[config.mk]
export PLATFORM = sky130hd
export DESIGN_NAME = mcp3202_responder
export DESIGN_NICKNAME = d
export VERILOG_FILES = /design/src/rtl/mcp3202_pkg.sv /design/src/rtl/spi_pin_sync.sv /design/src/rtl/mcp3202_responder.sv
export SDC_FILE = /design/constraint.sdc
export NUM_CORES = 1
export LEC_CHECK = 0
export BUFFER_PORTS_ARGS = -buffer_cell sky130_fd_sc_hd__buf_2
export CAP_MARGIN = 15
export CELL_PAD_IN_SITES_DETAIL_PLACEMENT = 1
export CELL_PAD_IN_SITES_GLOBAL_PLACEMENT = 1
export CORE_ASPECT_RATIO = 1.5
export CORE_MARGIN = 3
export CORE_UTILIZATION = 46
export DETAILED_ROUTE_END_ITERATION = 12
export PLACE_DENSITY_LB_ADDON = 0.1
export SYNTH_ARGS = -nofsm -noshare
export SYNTH_HDL_FRONTEND = slang
export SYNTH_SLANG_ARGS = --single-unit
[constraint.sdc]
create_clock -name clk -period 5.17 [get_ports clk]
set_input_delay 1.034 -clock clk [delete_from_list [all_inputs] [get_ports clk]]
set_output_delay 1.034 -clock clk [all_outputs]
set_load 0.01 [all_outputs]
[src/rtl/mcp3202_pkg.sv]
// mcp3202_pkg: shared types and constants for the MCP3202 responder.
//   state_t       - responder frame FSM states
//   cfg_t         - command fields captured after the start bit {sgl, odd, msbf}
//   select_value  - picks or clamps the conversion result from the two samples
package mcp3202_pkg;

  localparam int unsigned DATA_W   = 12;
  localparam int unsigned CFG_BITS = 3;

  typedef enum logic [2:0] {
    IDLE,
    WAIT_START,
    CFG,
    NULL_WAIT,
    MSB_OUT,
    LSB_OUT,
    TRAIL
  } state_t;

  typedef struct packed {
    logic sgl;
    logic odd;
    logic msbf;
  } cfg_t;

  // Single-ended returns the raw channel; differential subtracts through a
  // 13-bit intermediate and clamps negative results to zero via the sign bit.
  function automatic logic [DATA_W-1:0] select_value(
    input cfg_t              cfg,
    input logic [DATA_W-1:0] ch0,
    input logic [DATA_W-1:0] ch1
  );
    logic [DATA_W:0] diff;
    if (cfg.sgl) begin
      select_value = cfg.odd ? ch1 : ch0;
    end else begin
      diff = cfg.odd ? ({1'b0, ch1} - {1'b0, ch0}) : ({1'b0, ch0} - {1'b0, ch1});
      select_value = diff[DATA_W] ? '0 : diff[DATA_W-1:0];
    end
  endfunction

endpackage

[src/rtl/spi_pin_sync.sv]
// spi_pin_sync: brings the SPI pins into the clk domain.
//   clk, reset_n          - system clock, async active-low reset
//   spi_cs/sck/mosi       - raw pins
//   cs_s, mosi_s          - synchronised chip select / data
//   sck_rise, sck_fall    - one-clk pulses on synchronised sck edges
module spi_pin_sync #(
  parameter int unsigned SYNC_STAGES = 2
) (
  input  logic clk,
  input  logic reset_n,
  input  logic spi_cs,
  input  logic spi_sck,
  input  logic spi_mosi,
  output logic cs_s,
  output logic mosi_s,
  output logic sck_rise,
  output logic sck_fall
);

  logic [SYNC_STAGES-1:0] cs_sr;
  logic [SYNC_STAGES-1:0] sck_sr;
  logic [SYNC_STAGES-1:0] mosi_sr;
  logic                   sck_prev;

  // cs resets to the deselected level so reset release never looks like a frame start.
  always_ff @(posedge clk or negedge reset_n) begin
    if (!reset_n) begin
      cs_sr    <= '1;
      sck_sr   <= '0;
      mosi_sr  <= '0;
      sck_prev <= 1'b0;
    end else begin
      cs_sr    <= {cs_sr[SYNC_STAGES-2:0], spi_cs};
      sck_sr   <= {sck_sr[SYNC_STAGES-2:0], spi_sck};
      mosi_sr  <= {mosi_sr[SYNC_STAGES-2:0], spi_mosi};
      sck_prev <= sck_sr[SYNC_STAGES-1];
    end
  end

  always_comb begin
    cs_s     = cs_sr[SYNC_STAGES-1];
    mosi_s   = mosi_sr[SYNC_STAGES-1];
    sck_rise = sck_sr[SYNC_STAGES-1] & ~sck_prev;
    sck_fall = ~sck_sr[SYNC_STAGES-1] & sck_prev;
  end

endmodule

[src/rtl/mcp3202_responder.sv]
// mcp3202_responder: SPI slave emulating an MCP3202 12-bit ADC.
//   clk, reset_n        - system clock (>= 8x sck), async active-low reset
//   spi_cs              - frame active while low
//   spi_sck, spi_mosi   - master clock (idle low) and command bits
//   spi_miso, miso_oe   - returned data and pad output enable
//   ch0_data, ch1_data  - parallel samples
//   conv_valid          - one-clk pulse when a conversion is latched
//   conv_cfg            - {SGL,ODD} of the latched conversion
//   conv_value          - conversion value for the current frame
//   frame_err           - one-clk pulse when cs rises before B0 is shifted out
module mcp3202_responder #(
  parameter int unsigned SYNC_STAGES = 2,
  parameter int unsigned DATA_W      = 12
) (
  input  logic              clk,
  input  logic              reset_n,
  input  logic              spi_cs,
  input  logic              spi_sck,
  input  logic              spi_mosi,
  output logic              spi_miso,
  output logic              miso_oe,
  input  logic [DATA_W-1:0] ch0_data,
  input  logic [DATA_W-1:0] ch1_data,
  output logic              conv_valid,
  output logic [1:0]        conv_cfg,
  output logic [DATA_W-1:0] conv_value,
  output logic              frame_err
);
  import mcp3202_pkg::*;

  localparam int unsigned IDX_W = $clog2(DATA_W);
  localparam int unsigned CNT_W = $clog2(CFG_BITS);

  logic cs_s, mosi_s, sck_rise, sck_fall;

  spi_pin_sync #(
    .SYNC_STAGES(SYNC_STAGES)
  ) u_sync (
    .clk     (clk),
    .reset_n (reset_n),
    .spi_cs  (spi_cs),
    .spi_sck (spi_sck),
    .spi_mosi(spi_mosi),
    .cs_s    (cs_s),
    .mosi_s  (mosi_s),
    .sck_rise(sck_rise),
    .sck_fall(sck_fall)
  );

  state_t            state_q, state_d;
  cfg_t              cfg_q, cfg_d;
  logic [CNT_W-1:0]  bitcnt_q, bitcnt_d;
  logic [IDX_W-1:0]  idx_q, idx_d;
  logic              miso_q, miso_d;
  logic              valid_q, valid_d;
  logic              err_q, err_d;
  logic [1:0]        ccfg_q, ccfg_d;
  logic [DATA_W-1:0] value_q, value_d;

  always_ff @(posedge clk or negedge reset_n) begin
    if (!reset_n) begin
      state_q  <= IDLE;
      cfg_q    <= '0;
      bitcnt_q <= '0;
      idx_q    <= '0;
      miso_q   <= 1'b0;
      valid_q  <= 1'b0;
      err_q    <= 1'b0;
      ccfg_q   <= '0;
      value_q  <= '0;
    end else begin
      state_q  <= state_d;
      cfg_q    <= cfg_d;
      bitcnt_q <= bitcnt_d;
      idx_q    <= idx_d;
      miso_q   <= miso_d;
      valid_q  <= valid_d;
      err_q    <= err_d;
      ccfg_q   <= ccfg_d;
      value_q  <= value_d;
    end
  end

  always_comb begin
    state_d  = state_q;
    cfg_d    = cfg_q;
    bitcnt_d = bitcnt_q;
    idx_d    = idx_q;
    miso_d   = miso_q;
    valid_d  = 1'b0;
    err_d    = 1'b0;
    ccfg_d   = ccfg_q;
    value_d  = value_q;

    if (cs_s) begin
      // Deselect wins over any coincident sck edge. Leaving MSB_OUT always
      // means B0 has not been driven yet, since driving B0 exits that state.
      state_d  = IDLE;
      miso_d   = 1'b0;
      bitcnt_d = '0;
      idx_d    = '0;
      err_d    = (state_q == CFG) || (state_q == NULL_WAIT) || (state_q == MSB_OUT);
    end else begin
      case (state_q)
        IDLE: begin
          miso_d  = 1'b0;
          state_d = WAIT_START;
        end
        WAIT_START: begin
          if (sck_rise && mosi_s) begin
            state_d  = CFG;
            bitcnt_d = '0;
          end
        end
        CFG: begin
          if (sck_rise) begin
            if (bitcnt_q == CNT_W'(0))      cfg_d.sgl  = mosi_s;
            else if (bitcnt_q == CNT_W'(1)) cfg_d.odd  = mosi_s;
            else                            cfg_d.msbf = mosi_s;
            if (bitcnt_q == CNT_W'(CFG_BITS - 1)) state_d = NULL_WAIT;
            else bitcnt_d = bitcnt_q + CNT_W'(1);
          end
        end
        NULL_WAIT: begin
          if (sck_fall) begin
            value_d = select_value(cfg_q, ch0_data, ch1_data);
            ccfg_d  = {cfg_q.sgl, cfg_q.odd};
            valid_d = 1'b1;
            miso_d  = 1'b0;
            idx_d   = IDX_W'(DATA_W - 1);
            state_d = MSB_OUT;
          end
        end
        MSB_OUT: begin
          if (sck_fall) begin
            miso_d = value_q[idx_q];
            if (idx_q == '0) begin
              if (cfg_q.msbf) begin
                state_d = TRAIL;
              end else begin
                state_d = LSB_OUT;
                idx_d   = IDX_W'(1);
              end
            end else begin
              idx_d = idx_q - IDX_W'(1);
            end
          end
        end
        LSB_OUT: begin
          if (sck_fall) begin
            miso_d = value_q[idx_q];
            if (idx_q == IDX_W'(DATA_W - 1)) state_d = TRAIL;
            else idx_d = idx_q + IDX_W'(1);
          end
        end
        TRAIL: begin
          if (sck_fall) miso_d = 1'b0;
        end
        default: begin
          state_d = IDLE;
          miso_d  = 1'b0;
        end
      endcase
    end
  end

  always_comb begin
    miso_oe    = (state_q == MSB_OUT) || (state_q == LSB_OUT) || (state_q == TRAIL);
    spi_miso   = miso_oe & miso_q;
    conv_valid = valid_q;
    conv_cfg   = ccfg_q;
    conv_value = value_q;
    frame_err  = err_q;
  end

endmodule

==> reports/qor.yml <==
ctsHoldBuffers: 0
fmax_ghz: 0.314
die-area_um2: 8080
cts_resized: 0
viasPerCell: 5.94
route.detailed.wl_per_inst_um: 18.0
p_per_area_nw_per_um2: 307
clk_pin_slew_ps: 80
drtIter0Drc: 87
p_clk_frac: 0.195
rr_worst_depth: 7
clockBufferDepth: 2
routed_wl_mm: 9.33
synth_top_cell_by_area: "dfrtp_1"
die_h_um: 109
diodes: 0
rsz0062_at_grt: "no"
place_area_um2: 3460
postCtsSetupRepairBufs: 0
ctsHtreeMaxLevel: 2
drtAntennaViolNets: 0
globalRouteOverflowTotal: 0
final_util: 0.532
synth_warnings: 0
crit_fanout: 10
netlist-cell-type-count: 58
cts_buffers: 5
fill_cells: 866
slew_headroom: 0.455
vias: 3082
final_layout_size_suffix_gt1_frac: 0.165
syn_nets: 474
drc_errors: 0
setup_viol: 0
p_int_w: 0.000638
required_ps: 5390
first_global_vias: 3251
place.detailed.hpwl_mm: 7.43
crit_type: "in -> reg"
fin_hold_ws_ps: 353
synthArstFlopShare: 1.00
drv_cap: 0
mostFrequentLayoutCell: "a21oi_1"
hold_class: "reg -> reg"
fin_crit_sh: 0.617
track_usage: 0.246
netlist_area_um2: 3230
p_total_w: 0.00109
multi_input_area_um2: 2070
finalHoldViolations: 0
net-switching-power_w: 0.000452
combPwrFrac: 0.396
core_um2: 6670
drtPass1Iterations: 4
switching_share: 0.415
max_slew.worst_pin.slew_ps: 817
nNetsFinal: 503
ys_seq_elements: 36
ir_worst_vdd_uv: 114
run_status: "finished, final reports clean"
startpoint_type: "primary input"
antenna_found_initial: 0
design_area_um2: 3550
area_growth_pct: 9.88
drv_slew: 0
setup-tns-final_ps: 0
worst_skew_pair.late_latency_ps: 290
synthCells: 413
p_leak_nw: 1.64
finClkSkew_ps: 3.60
synth_flop_cell: "dfrtp_1"
start_util: 0.484
chipWidth_um: 74.4
yosysTopAreaCellShare: 0.263
place.gp.congestion: 0.881
regArea_um2: 903
most-common-layout-cells: "a21oi_1, buf_2, nand2_1, inv_1"
rows: 36
cts_tree: "built"
numPortBuffers: 46
grt_pass1_wl_mm: 15.5
synth_edf_count: 0
whs_path_depth: 0
yosysSeqAreaShare: 0.280
end_kind: "register"
ios: 47
critPathArrivalTime_ps: 3410
synth.area.top_cells: "dfrtp_1, ha_1, a21oi_1"
min_period_ps: 3190
seq_power_share: 0.408
avgSynthCellArea_um2: 7.82
clock_sinks: 36
clockRootBuffer: "clkbuf_8"
grt_max_degree: 37
worst paths after layout:
kind	start	slack (ps)	to
max in group asynchronous	reset_n	3820	frame_err
worst max-delay path	ch0_data[3]	1980	conv_value[9]
worst min register to register	u_sync.mosi_sr[0]	350	u_sync.mosi_sr[1]
worst min-delay path	u_sync.mosi_sr[0]	350	u_sync.mosi_sr[1]
min in group asynchronous	reset_n	820	u_sync.sck_sr[1]
worst max register to register	state_q[0]	2460	conv_value[11]
layer usage:
| layer | vias up | GRT usage | routed length [um] |
|---|---|---|---|
| li1 | 1506 | - | - |
| met3 | 21 | 0.0175 | 186 |
| met1 | 1512 | 0.272 | 3670 |
| met2 | 43 | 0.464 | 5170 |
| met5 | - | 0 | 0 |
| met4 | 0 | 0.107 | 294 |
power groups by stage:
stage                     combinational, W  clock, W  sequential [W]
after floorplan                   0.000314         0        0.000410
after global placement            0.000419         0        0.000446
after detailed placement          0.000433         0        0.000451
after CTS                         0.000436  0.000217        0.000445
after global routing              0.000481  0.000232        0.000458
final                             0.000432  0.000213        0.000445
sequential cells by signal, indices dropped and copies added, names as in the netlist:
register,cells
conv_value,12
idx_q,4
cfg_q,3
state_q,3
bitcnt_q,2
conv_cfg,2
u_sync.cs_sr,2
u_sync.mosi_sr,2
u_sync.sck_sr,2
conv_valid,1
frame_err,1
miso_q,1
u_sync.sck_prev,1
per-stage QoR:
step	setup slack (ps)	instances
2_1_floorplan	2120	413
3_3_place_gp	1810	511
3_5_place_dp	1710	511
4_1_cts	2000	519
5_1_grt	1850	519
6_report	1980	519
cell usage after synthesis (3+ instances only):
cell type   n
dfrtp_1    34
nor2b_1     5
nor4_1      3
inv_1      36
nand2b_1    3
a21oi_1    57
a31oi_1     5
mux2i_1     3
xnor2_1     6
mux4_2      3
ha_1       30
a2111oi_0   3
o21ai_0    25
a211oi_1    7
a21o_1      5
nor3b_1     3
o211ai_1    5
o21a_1      3
and3_1      4
buf_1       3
nand2_1    43
o21ai_1     8
nand3_1     6
nor2_1     34
clkbuf_1   20
nand3b_1    5
nor3_1      9
mux2_2      4
area by class of cell:
cell class | count | share of cell area
Clock inverter | 2 | 0.00282
Sequential cell | 36 | 0.255
Inverter | 38 | 0.0402
Tap cell | 76 | 0.0268
Multi-Input combinational cell | 313 | 0.583
Timing Repair Buffer | 48 | 0.0691
Clock buffer | 6 | 0.0233
critical path, cell delays in order:
cell and delay (ps):
buf_2 90, inv_1 50, ha_1 420, a21oi_1 130, and3_4 200, a2111o_1 450
a2111oi_4 710, o21ai_1 170, o21ai_1 160
cell families (layout without fill, tap and decap cells):
| family | Yosys count | count (layout) | synth area share |
|---|---|---|---|
| compound gates | 138 | 138 | 0.261 |
| simple gates | 125 | 125 | 0.185 |
| flops | 36 | 36 | 0.280 |
| mux | 10 | 10 | 0.0442 |
| xor+xnor | 8 | 8 | 0.0217 |
| buf+inv | 64 | 94 | 0.0794 |
| fa+ha+maj | 32 | 32 | 0.129 |
(Power assumes the default switching activity.)
